--- config.mk ---
export PLATFORM = sky130hd
export DESIGN_NAME = pwm_capture
export DESIGN_NICKNAME = d
export VERILOG_FILES = /design/src/rtl/pwm_pkg.sv /design/src/rtl/sync_edge_det.sv /design/src/rtl/pwm_capture.sv
export SDC_FILE = /design/constraint.sdc
export NUM_CORES = 1
export LEC_CHECK = 0
export ABC_AREA = 1
export CAP_MARGIN = 5
export CELL_PAD_IN_SITES_DETAIL_PLACEMENT = 1
export CELL_PAD_IN_SITES_GLOBAL_PLACEMENT = 1
export CORE_MARGIN = 2
export CORE_UTILIZATION = 42
export CTS_CLUSTER_DIAMETER = 150
export CTS_CLUSTER_SIZE = 8
export DETAILED_ROUTE_END_ITERATION = 10
export PLACE_DENSITY_LB_ADDON = 0.3
export SLEW_MARGIN = 20
export SYNTH_ARGS = -nofsm -noshare
export SYNTH_HDL_FRONTEND = slang
export SYNTH_SLANG_ARGS = --single-unit
--- constraint.sdc ---
create_clock -name sys_clk -period 1.88 [get_ports sys_clk]
set_input_delay 0.376 -clock sys_clk [delete_from_list [all_inputs] [get_ports sys_clk]]
set_output_delay 0.376 -clock sys_clk [all_outputs]
set_load 0.005 [all_outputs]
--- src/rtl/pwm_pkg.sv ---
// Shared PWM definitions: capture FSM encoding and common timing constants.
package pwm_pkg;

  typedef enum logic [1:0] {
    S_SYNC = 2'd0,
    S_HIGH = 2'd1,
    S_LOW  = 2'd2
  } pwm_state_e;

  localparam int CNT_W_DEFAULT  = 17;
  // 1 kHz PWM period at a 100 MHz system clock, shared with the LED generators.
  localparam int PWM_PERIOD_1MS = 100000;

endpackage

--- src/rtl/sync_edge_det.sv ---
// Two-flop synchroniser for an asynchronous input followed by an edge register.
// rise/fall are single-cycle pulses derived from the synchronised level s.
module sync_edge_det (
  input  logic sys_clk,
  input  logic sys_rst_n,
  input  logic d,
  output logic s,
  output logic rise,
  output logic fall
);

  logic meta_q, meta_d;
  logic s_q, s_d;
  logic s_dly_q, s_dly_d;

  // Shift the input through the synchroniser and the edge register.
  always_comb begin
    meta_d  = d;
    s_d     = meta_q;
    s_dly_d = s_q;
  end

  // Synchroniser and edge register flops.
  always_ff @(posedge sys_clk or negedge sys_rst_n) begin
    if (!sys_rst_n) begin
      meta_q  <= 1'b0;
      s_q     <= 1'b0;
      s_dly_q <= 1'b0;
    end else begin
      meta_q  <= meta_d;
      s_q     <= s_d;
      s_dly_q <= s_dly_d;
    end
  end

  assign s    = s_q;
  assign rise = s_q & ~s_dly_q;
  assign fall = ~s_q & s_dly_q;

endmodule

--- src/rtl/pwm_capture.sv ---
// PWM receiver: measures period and high time in sys_clk cycles, one result
// per complete PWM period, with a timeout for stuck (0 % / 100 %) lines.
module pwm_capture
  import pwm_pkg::*;
#(
  parameter int CNT_W   = CNT_W_DEFAULT,
  parameter int TIMEOUT = 120000
) (
  input  logic             sys_clk,
  input  logic             sys_rst_n,
  input  logic             pwm_in,
  output logic             meas_valid,
  output logic [CNT_W-1:0] period,
  output logic [CNT_W-1:0] high_time,
  output logic             timeout,
  output logic             level
);

  localparam logic [CNT_W-1:0] TO_C  = CNT_W'(TIMEOUT);
  localparam logic [CNT_W-1:0] ONE_C = CNT_W'(1);

  logic s, rise, fall;

  sync_edge_det u_sync (
    .sys_clk  (sys_clk),
    .sys_rst_n(sys_rst_n),
    .d        (pwm_in),
    .s        (s),
    .rise     (rise),
    .fall     (fall)
  );

  pwm_state_e       state_q, state_d;
  logic [CNT_W-1:0] cnt_q, cnt_d;
  logic [CNT_W-1:0] hi_lat_q, hi_lat_d;
  logic [CNT_W-1:0] period_q, period_d;
  logic [CNT_W-1:0] high_time_q, high_time_d;
  logic             meas_valid_q, meas_valid_d;
  logic             timeout_q, timeout_d;
  logic             level_q, level_d;
  logic             trip;

  // Counter, FSM next state and result registers. Edges take priority over
  // a coincident timeout so a period of exactly TIMEOUT is still reported.
  always_comb begin
    state_d      = state_q;
    cnt_d        = cnt_q;
    hi_lat_d     = hi_lat_q;
    period_d     = period_q;
    high_time_d  = high_time_q;
    meas_valid_d = 1'b0;
    timeout_d    = timeout_q;
    level_d      = level_q;
    trip         = (cnt_q == TO_C);

    if (rise)      cnt_d = ONE_C;
    else if (!trip) cnt_d = cnt_q + ONE_C;

    case (state_q)
      S_SYNC: begin
        // Falls are ignored until the first rise starts a clean measurement.
        // The counter stays saturated here, so trip only once per stuck episode.
        if (rise) begin
          state_d = S_HIGH;
        end else if (trip && !timeout_q) begin
          timeout_d = 1'b1;
          level_d   = s;
        end
      end
      S_HIGH: begin
        if (fall) begin
          hi_lat_d = cnt_q;
          state_d  = S_LOW;
        end else if (trip) begin
          timeout_d = 1'b1;
          level_d   = s;
          state_d   = S_SYNC;
        end
      end
      S_LOW: begin
        if (rise) begin
          period_d     = cnt_q;
          high_time_d  = hi_lat_q;
          meas_valid_d = 1'b1;
          timeout_d    = 1'b0;
          state_d      = S_HIGH;
        end else if (trip) begin
          timeout_d = 1'b1;
          level_d   = s;
          state_d   = S_SYNC;
        end
      end
      default: state_d = S_SYNC;
    endcase
  end

  // State and output registers.
  always_ff @(posedge sys_clk or negedge sys_rst_n) begin
    if (!sys_rst_n) begin
      state_q      <= S_SYNC;
      cnt_q        <= '0;
      hi_lat_q     <= '0;
      period_q     <= '0;
      high_time_q  <= '0;
      meas_valid_q <= 1'b0;
      timeout_q    <= 1'b0;
      level_q      <= 1'b0;
    end else begin
      state_q      <= state_d;
      cnt_q        <= cnt_d;
      hi_lat_q     <= hi_lat_d;
      period_q     <= period_d;
      high_time_q  <= high_time_d;
      meas_valid_q <= meas_valid_d;
      timeout_q    <= timeout_d;
      level_q      <= level_d;
    end
  end

  assign meas_valid = meas_valid_q;
  assign period     = period_q;
  assign high_time  = high_time_q;
  assign timeout    = timeout_q;
  assign level      = level_q;

endmodule

==> flow_summary.toml, run 1 <==
[route]
num_vias = 2521
m1WireLength_um = 3670
routed-wl-met3_um = 196
remaining_drc_errors = 0
drt-pass1-iter-count = 5
vias_per_cell = 4.98
wirelength_um = 7960
ant_nets = 0
wire_per_inst_um = 15.7
highest_layer = "met4"
drt_iter0_drc = 114
wl_met2_um = 3960

[pwr]
peakVddDrop_v = 0.000552
p_int_mw = 2.94
sw_frac_of_total_pct = 30.3
p_switching_mw = 1.28
p_leak_nw = 1.92
p_total_mw = 4.22
pwr-share-clk_pct = 32.6
power_density_nw_per_um2 = 1050
p_seq_share_pct = 46.6
p_comb_share_pct = 20.8

[global_route]
grt_pass1_wl_um = 13300
grt_overflow_total = 0
grt_usage_pct = 20.2
grt_pass1_vias = 2678
grt_start_max_net_pins = 42
antenna_found_initial = 0

[sta]
fin_worst_skew_ns = 0.0108
slew_viol_final = 0
worstMarginPinSlew_ns = 0.507
relSlewSlack_pct = 66.2
fmax_ghz = 0.618
setup_viol = 0
fin_tns_setup_ns = 0
rsz0062_at_grt = "no"
period_needed_ns = 1.62
finalCritPeriodShare_pct = 86.1
finalHoldViolations = 0

[cts]
cts_hold_buf = 1
htree_levels = 3
clkTransAtPathRegs_ns = 0.08
clockBufferDepth = 2
cts_sinks = 76
cts_tree = "built"
post_cts_resized = 0
cts_buffers = 9
cts_setup_buffers = 0
cts-root-buf = "clkbuf_8"
clk_latency_ns = 0.35

[setup_path]
worstSetupStartpoint = "period[7]$_DFFE_PN0P_"
crit_path_end_kind = "output port"
rrSetupSlack_ns = 0.27
slowest_stage = "clkdlybuf4s50_1"
critPathTopFamily = "buffers and inverters"
reg2reg_to = "level$_DFFE_PN0P_"
crit_path_cell_trace = "clkdlybuf4s50_1"
path_buf_inv = 1
worstPathMaxFanout = 2
path_class = "register to output port"
crit_path_start_kind = "register"
crit_required_ns = 1.50
reg2regPathDepth = 9
crit_arrival_ns = 1.24
worstReg2RegStart = "cnt_q[0]$_DFFE_PN0P_"
max_stage_delay_ns = 0.51

[floorplanning]
io_pins = 40
floorplan.die_area_um2 = 8410
coreArea_um2 = 7330
start_util_pct = 44.1
die_h_um = 91.7
die_w_um = 91.7
rows = 31

[hold_path]
hold_end = "u_sync.s$_DFF_PN0_"
hold_class = "register to register"
hold_path_startpoint = "u_sync.meta_q$_DFF_PN0_"
worstHoldPathCells = 0

[placement]
port_buffers = 39
place_congestion = 0.821
placedCellCount = 489
dp_hpwl_um = 5840
placed_cell_area_um2 = 3780

[finish]
drive_above_1_share_pct = 12.3
fin_util_pct = 54.6
area_growth_pct = 24.0
final_common_cell = "nand2_1"
layout.cells.non_filler = 506
final_cell_mix = "110 x nand2_1, 76 x dfrtp_1, 43 x o21ai_0"
n_antenna_cell = 0
design_area_um2 = 4010
final_nets = 411

[synthesis]
synth_seq_cells = 76
avgSynthCellArea_um2 = 9.12
ys_warn_count = 0
syn_area_um2 = 3230
synth_top_area_share_pct = 58.9
syn-instance-count = 354
ys_seq_area_share_pct = 58.9
synth_top_area_cell = "dfrtp_1"
synth_cell_types = 30
synth_nets = 363
synthTopCellsByArea = "dfrtp_1 59%, nand2_1 13%, o21ai_0 6.7%"

[status]
outcome = "finished clean"

[run]
drv_cap = 0
stage by stage:
stage	hold slack, ns	setup WS, ns
floorplan	0.0804	0.511
global placement	0.339	0.374
detailed placement	0.340	0.265
CTS	0.360	0.250
global route	0.362	0.143
finish	0.359	0.262
synth_stat cells:
master and n:
buf_4 1, inv_2 3, or2_1 1, clkinv_1 1, dfrtp_1 76, nand2_4 2
nor3_1 4, o21ai_0 43, nor2_1 13, nand2_2 8, buf_2 1, o22ai_1 1
ha_1 6, o21a_1 1, nor2_2 2, o21ai_1 2, a31oi_1 1, xor2_1 1
clkinv_2 1, nand4_1 5, clkbuf_1 9, a21oi_1 11, nand3_1 9, inv_1 31
a21oi_2 2, a211oi_1 1, nor3_2 1, nor2_4 5, nand2_1 110, nand3_2 2
layout make-up:
type                            instances  area [µm²]
Sequential cell                        76        1900
Tap cell                               99         124
Inverter                               36         136
Clock buffer                           10         128
Timing Repair Buffer                   48         483
Multi-Input combinational cell        231        1140
Clock inverter                          6        87.6
Fill cell                             852        3330
routing by layer:
metal | vias up | track usage [%]
met5 | - | 0
li1 | 1221 | -
met4 | 0 | 7.70
met1 | 1247 | 26.3
met3 | 14 | 3.29
met2 | 39 | 34.1
worst max-delay path by stage:
stage	slack, ns	cells past startpoint	endpoint
floorplan	0.51	9	level$_DFFE_PN0P_
global placement	0.37	8	period[3]$_DFFE_PN0P_
detailed placement	0.27	9	level$_DFFE_PN0P_
CTS	0.25	9	level$_DFFE_PN0P_
global route	0.14	9	cnt_q[2]$_DFFE_PN0P_
finish	0.26	1	period[7]
power groups by stage:
| stage | clock [mW] | combinational (mW) | sequential (mW) |
|---|---|---|---|
| 6_report | 1.37 | 0.875 | 1.97 |
| 5_1_grt | 1.45 | 0.986 | 2.00 |
| 4_1_cts | 1.39 | 0.887 | 1.97 |
| 3_5_place_dp | 0 | 0.881 | 2.00 |
| 3_3_place_gp | 0 | 0.825 | 1.98 |
| 2_1_floorplan | 0 | 0.500 | 1.97 |
flip-flops by register name (all words and copies together), names as in the netlist:
signal	flops
period	17
level	1
cnt_q	17
hi_lat_q	17
timeout	1
u_sync.meta_q	1
u_sync.s_dly_q	1
state_q	2
high_time	17
u_sync.s	1
meas_valid	1
cells by family (layout without fill, tap and decap cells):
group | count (synthesis) | count (layout) | synth area share, %
adder cells (fa/ha/maj) | 6 | 6 | 2.32
AND/OR/NAND/NOR | 162 | 162 | 22.8
buffers and inverters | 47 | 100 | 5.66
XOR/XNOR | 1 | 1 | 0.271
AO/OA/AOI/OAI | 62 | 62 | 10.1
flip-flops | 76 | 76 | 58.9
(Power assumes the default switching activity.)
==> inputs of run 2 (changes only) <==
--- a/config.mk
+++ b/config.mk
@@ -14,6 +14,7 @@
 export CTS_CLUSTER_DIAMETER = 150
 export CTS_CLUSTER_SIZE = 8
 export DETAILED_ROUTE_END_ITERATION = 10
+export GPL_TIMING_DRIVEN = 0
 export PLACE_DENSITY_LB_ADDON = 0.3
 export SLEW_MARGIN = 20
 export SYNTH_ARGS = -nofsm -noshare
==> constraint.sdc (replaced) <==
create_clock -name sys_clk -period 1.88 [get_ports sys_clk]
set_input_delay 0.376 -clock sys_clk [delete_from_list [all_inputs] [get_ports sys_clk]]
set_output_delay 0.376 -clock sys_clk [all_outputs]
set_load 0.02 [all_outputs]
==> flow_summary.toml, run 2 (synthesis results as in run 1) <==
[global_route]
globalRouteMet3Util_pct = 4.19
antenna_found_initial = 0
grt-busiest-layer = "met2"
grt_start_max_net_pins = 43
use_met2_pct = 36.2
grt_pass1_vias = 2760
grt_usage_pct = 20.7
grt_pass1_wl_um = 13600
use_met1_pct = 26.0
grt_overflow_total = 0

[finish]
final_nets = 415
final_cell_mix = "110 x nand2_1, 76 x dfrtp_1, 43 x o21ai_0"
layout.cells.non_filler = 510
area_growth_pct = 22.5
multi_input_area_um2 = 1140
drive_above_1_share_pct = 11.2
final-seq-area_um2 = 1900
final_common_cell = "nand2_1"
fin_util_pct = 54.0
fillers = 875
n_antenna_cell = 0
design_area_um2 = 3960

[placement]
place_congestion = 0.802
placed_cell_area_um2 = 3760
port_buffers = 39
placedCellCount = 493
dp_hpwl_um = 5830

[cts]
cts_sinks = 76
cts_tree = "built"
cts_buffers = 9
clkTransAtPathRegs_ns = 0.09
htree_levels = 3
cts-root-buf = "clkbuf_8"
clockBufferDepth = 2
post_cts_resized = 0
clk_latency_ns = 0.36

[sta]
fin_tns_setup_ns = 0
fin_worst_skew_ns = 0.00994
finalCritPeriodShare_pct = 91.9
setup_viol = 0
slew_viol_final = 0
period_needed_ns = 1.73
rsz0062_at_grt = "no"
finalHoldViolations = 0
relSlewSlack_pct = 66.2
fmax_ghz = 0.579
worstMarginPinSlew_ns = 0.507

[floorplanning]
coreArea_um2 = 7330
die_h_um = 91.7
die_w_um = 91.7
rows = 31
start_util_pct = 44.1
floorplan.die_area_um2 = 8410
io_pins = 40

[route]
wirelength_um = 7910
num_vias = 2540
remaining_drc_errors = 0
wire_per_inst_um = 15.5
drt_iter0_drc = 111
ant_nets = 0
vias_per_cell = 4.98
drt-pass1-iter-count = 4

[pwr]
p_total_mw = 4.10
peakVddDrop_v = 0.000445
power_density_nw_per_um2 = 1040
p_leak_nw = 1.87

[setup_path]
max_stage_delay_ns = 0.61
crit_arrival_ns = 1.35
path_buf_inv = 1
crit_path_end_kind = "output port"
crit_path_cell_trace = "clkdlybuf4s50_1"
path_class = "register to output port"
crit_path_start_kind = "register"
critPathTopFamily = "buffers and inverters"
crit_required_ns = 1.50
slowest_stage = "clkdlybuf4s50_1"
worstPathMaxFanout = 2

[run]
drv_cap = 0

[status]
outcome = "finished clean"

[hold_path]
hold_class = "register to register"
## run 2: changes by cell type in the layout (fill, tap and decap cells not counted), sizes merged
cell      previous run  this run
buf                  9         4
bufinv               2         0
clkbuf              10        19
clkinv               5         2
clkinvlp             0         4
inv                 35        36
## run 2: report_power, final
part | total [mW] | internal [mW] | switching (mW) | leakage, nW
Combinational | 0.952 | 0.367 | 0.585 | 0.755
Sequential | 1.97 | 1.82 | 0.149 | 1.03
Clock | 1.18 | 0.524 | 0.657 | 0.0815
## run 2: layer usage
| layer | share of wire, % | up-vias |
|---|---|---|
| met3 | 3.3 | 7 |
| met2 | 50 | 43 |
| met4 | 1.1 | 0 |
| met5 | 0 | - |
| li1 | - | 1227 |
| met1 | 45 | 1263 |
## run 2: area by class of cell
type,instances,share of cell area [%]
inverter,36,3.45
multi-input combinational,231,28.9
sequential,76,48.1
timing repair buffer,41,10.6
buffer,11,1.17
tap,99,3.13
clock buffer,10,3.48
clock inverter,6,1.20
## run 2: worst paths after layout
path / from / end / slack (ns) / cells after the start
max: period[2]$_DFFE_PN0P_ / period[2] / 0.15 / 1
min: u_sync.meta_q$_DFF_PN0_ / u_sync.s$_DFF_PN0_ / 0.35 / 0
max reg2reg: state_q[0]$_DFFE_PN0P_ / period[1]$_DFFE_PN0P_ / 0.20 / 7
min reg2reg: u_sync.meta_q$_DFF_PN0_ / u_sync.s$_DFF_PN0_ / 0.35 / 0
max in group asynchronous: sys_rst_n / hi_lat_q[9]$_DFFE_PN0P_ / 0.80 / 3
min in group asynchronous: sys_rst_n / high_time[7]$_DFFE_PN0P_ / 0.50 / 2
## run 2: repair_timing
item,CTS,global route
buffers inserted,0,0
hold endpoints to repair,34,0
hold buffers,1,0
## run 2: per-stage QoR
stage          hold slack (ns)  setup WS, ns
5_1_grt                  0.359        0.0421
3_5_place_dp             0.338         0.244
3_3_place_gp             0.335         -2.22
2_1_floorplan           0.0804         0.507
4_1_cts                  0.357         0.133
6_report                 0.354         0.153
==> inputs of run 3 (changes only) <==
--- a/config.mk
+++ b/config.mk
@@ -7,16 +7,16 @@
 export LEC_CHECK = 0
 export ABC_AREA = 1
 export CAP_MARGIN = 5
-export CELL_PAD_IN_SITES_DETAIL_PLACEMENT = 1
-export CELL_PAD_IN_SITES_GLOBAL_PLACEMENT = 1
+export CELL_PAD_IN_SITES_DETAIL_PLACEMENT = 0
+export CELL_PAD_IN_SITES_GLOBAL_PLACEMENT = 2
 export CORE_MARGIN = 2
-export CORE_UTILIZATION = 42
+export CORE_UTILIZATION = 34
 export CTS_CLUSTER_DIAMETER = 150
-export CTS_CLUSTER_SIZE = 8
+export CTS_CLUSTER_SIZE = 24
 export DETAILED_ROUTE_END_ITERATION = 10
 export GPL_TIMING_DRIVEN = 0
 export PLACE_DENSITY_LB_ADDON = 0.3
-export SLEW_MARGIN = 20
+export SLEW_MARGIN = 40
 export SYNTH_ARGS = -nofsm -noshare
 export SYNTH_HDL_FRONTEND = slang
 export SYNTH_SLANG_ARGS = --single-unit
==> flow_summary.toml, run 3 (synthesis results as in run 1) <==
[sta]
period_needed_ns = 1.70
finalCritPeriodShare_pct = 90.5
layout_setup_ws_ns = 0.178
relSlewSlack_pct = 67.5
worstMarginPinSlew_ns = 0.487
finalHoldViolations = 0
whs_ns = 0.355
fmax_ghz = 0.587
setup_viol = 0
fin_tns_setup_ns = 0
slew_viol_final = 0
rsz0062_at_grt = "no"
fin_worst_skew_ns = 0.0109

[setup_path]
critPathTopFamily = "buffers and inverters"
crit_required_ns = 1.50
worstPathMaxFanout = 2
slowest_stage = "clkdlybuf4s50_1"
crit_path_end_kind = "output port"
crit_path_start_kind = "register"
max_stage_delay_ns = 0.61
crit_path_cell_trace = "clkdlybuf4s50_1"
path_buf_inv = 1
crit_arrival_ns = 1.33
path_class = "register to output port"

[cts]
cts_hold_buf = 1
cts_buffers = 9
cts-root-buf = "clkbuf_8"
clockBufferDepth = 2
cts_sinks = 76
clkTransAtPathRegs_ns = 0.08
clk_latency_ns = 0.34
htree_levels = 3
post_cts_resized = 0
cts_setup_buffers = 0
cts_tree = "built"

[global_route]
grt_pass1_vias = 2329
grt_start_max_net_pins = 60
grt_overflow_total = 0
antenna_found_initial = 0
grt_usage_pct = 15.2
grt_pass1_wl_um = 12000

[floorplanning]
coreArea_um2 = 9240
rows = 35
floorplan.die_area_um2 = 10300
io_pins = 40
die_h_um = 101
start_util_pct = 34.9
die_w_um = 101

[placement]
port_buffers = 39
dp_hpwl_um = 5200
place_congestion = 0.777
dp_slack_ns = 0.231
placedCellCount = 523

[pwr]
p_comb_share_pct = 22.2
power_density_nw_per_um2 = 1050
p_int_mw = 2.93
p_switching_mw = 1.30
p_leak_nw = 1.90
pwr-share-clk_pct = 31.7
sw_frac_of_total_pct = 30.8
p_seq_share_pct = 46.1
peakVddDrop_v = 0.000443

[route]
vias_per_cell = 4.50
num_vias = 2428
drt-pass1-iter-count = 4
drt_iter0_drc = 98
remaining_drc_errors = 0
wire_per_inst_um = 13.1
ant_nets = 0
wirelength_um = 7090

[finish]
final_common_cell = "nand2_1"
area_growth_pct = 24.8
drive_above_1_share_pct = 11.0
final-seq-area_um2 = 1900
layout.cells.non_filler = 539
n_antenna_cell = 0
fillers = 939
final_cell_mix = "110 x nand2_1, 76 x dfrtp_1, 43 x o21ai_0"
multi_input_area_um2 = 1140
final_nets = 415

[hold_path]
hold_class = "register to register"

[status]
outcome = "finished clean"

[run]
drv_cap = 0
[run 3: changes by cell type in the layout (fill, tap and decap cells not counted), sizes merged]
cell,delta
clkinvlp,-4
clkinv,+3
bufinv,+2
clkbuf,-1
inv,-1
[run 3: worst paths after layout]
| kind | start | to | slack, ns | cells past startpoint |
|---|---|---|---|---|
| worst min register to register | u_sync.meta_q$_DFF_PN0_ | u_sync.s$_DFF_PN0_ | 0.35 | 0 |
| worst max-delay path | period[2]$_DFFE_PN0P_ | period[2] | 0.18 | 1 |
| worst min-delay path | u_sync.meta_q$_DFF_PN0_ | u_sync.s$_DFF_PN0_ | 0.35 | 0 |
| worst max register to register | state_q[0]$_DFFE_PN0P_ | period[5]$_DFFE_PN0P_ | 0.24 | 8 |
| min in group asynchronous | sys_rst_n | meas_valid$_DFF_PN0_ | 0.43 | 2 |
| max in group asynchronous | sys_rst_n | level$_DFFE_PN0P_ | 0.91 | 3 |
[run 3: through the flow]
stage	power, mW	cell area, µm²	util (%)
after floorplan	2.56	3230	-
after global placement	2.92	3780	40.9
after detailed placement	2.93	3810	41.2
after CTS	4.29	4030	43.6
after global routing	4.51	4030	43.6
final	4.23	4030	43.6
[run 3: layout make-up]
type                       instances  area share [%]
clock inverter                     6            2.17
sequential                        76            47.2
buffer                            11            1.15
inverter                          36            3.38
multi-input combinational        231            28.4
tap                              129            4.00
clock buffer                       9            3.07
timing repair buffer              41            10.6
[run 3: power by group through the flow]
| stage | clock network (mW) | registers, mW | logic (mW) |
|---|---|---|---|
| final | 1.34 | 1.95 | 0.939 |
| after global routing | 1.46 | 1.98 | 1.08 |
| after CTS | 1.38 | 1.95 | 0.955 |
| after detailed placement | 0 | 1.98 | 0.950 |
| after global placement | 0 | 1.98 | 0.941 |
| after floorplan | 0 | 2.06 | 0.500 |
[run 3: metal layers]
layer  part of all wire (%)  global-route usage [%]
met1                     50                    21.6
met2                     45                    23.4
met3                    3.0                    2.48
met4                    1.7                    5.61
met5                      0                       0
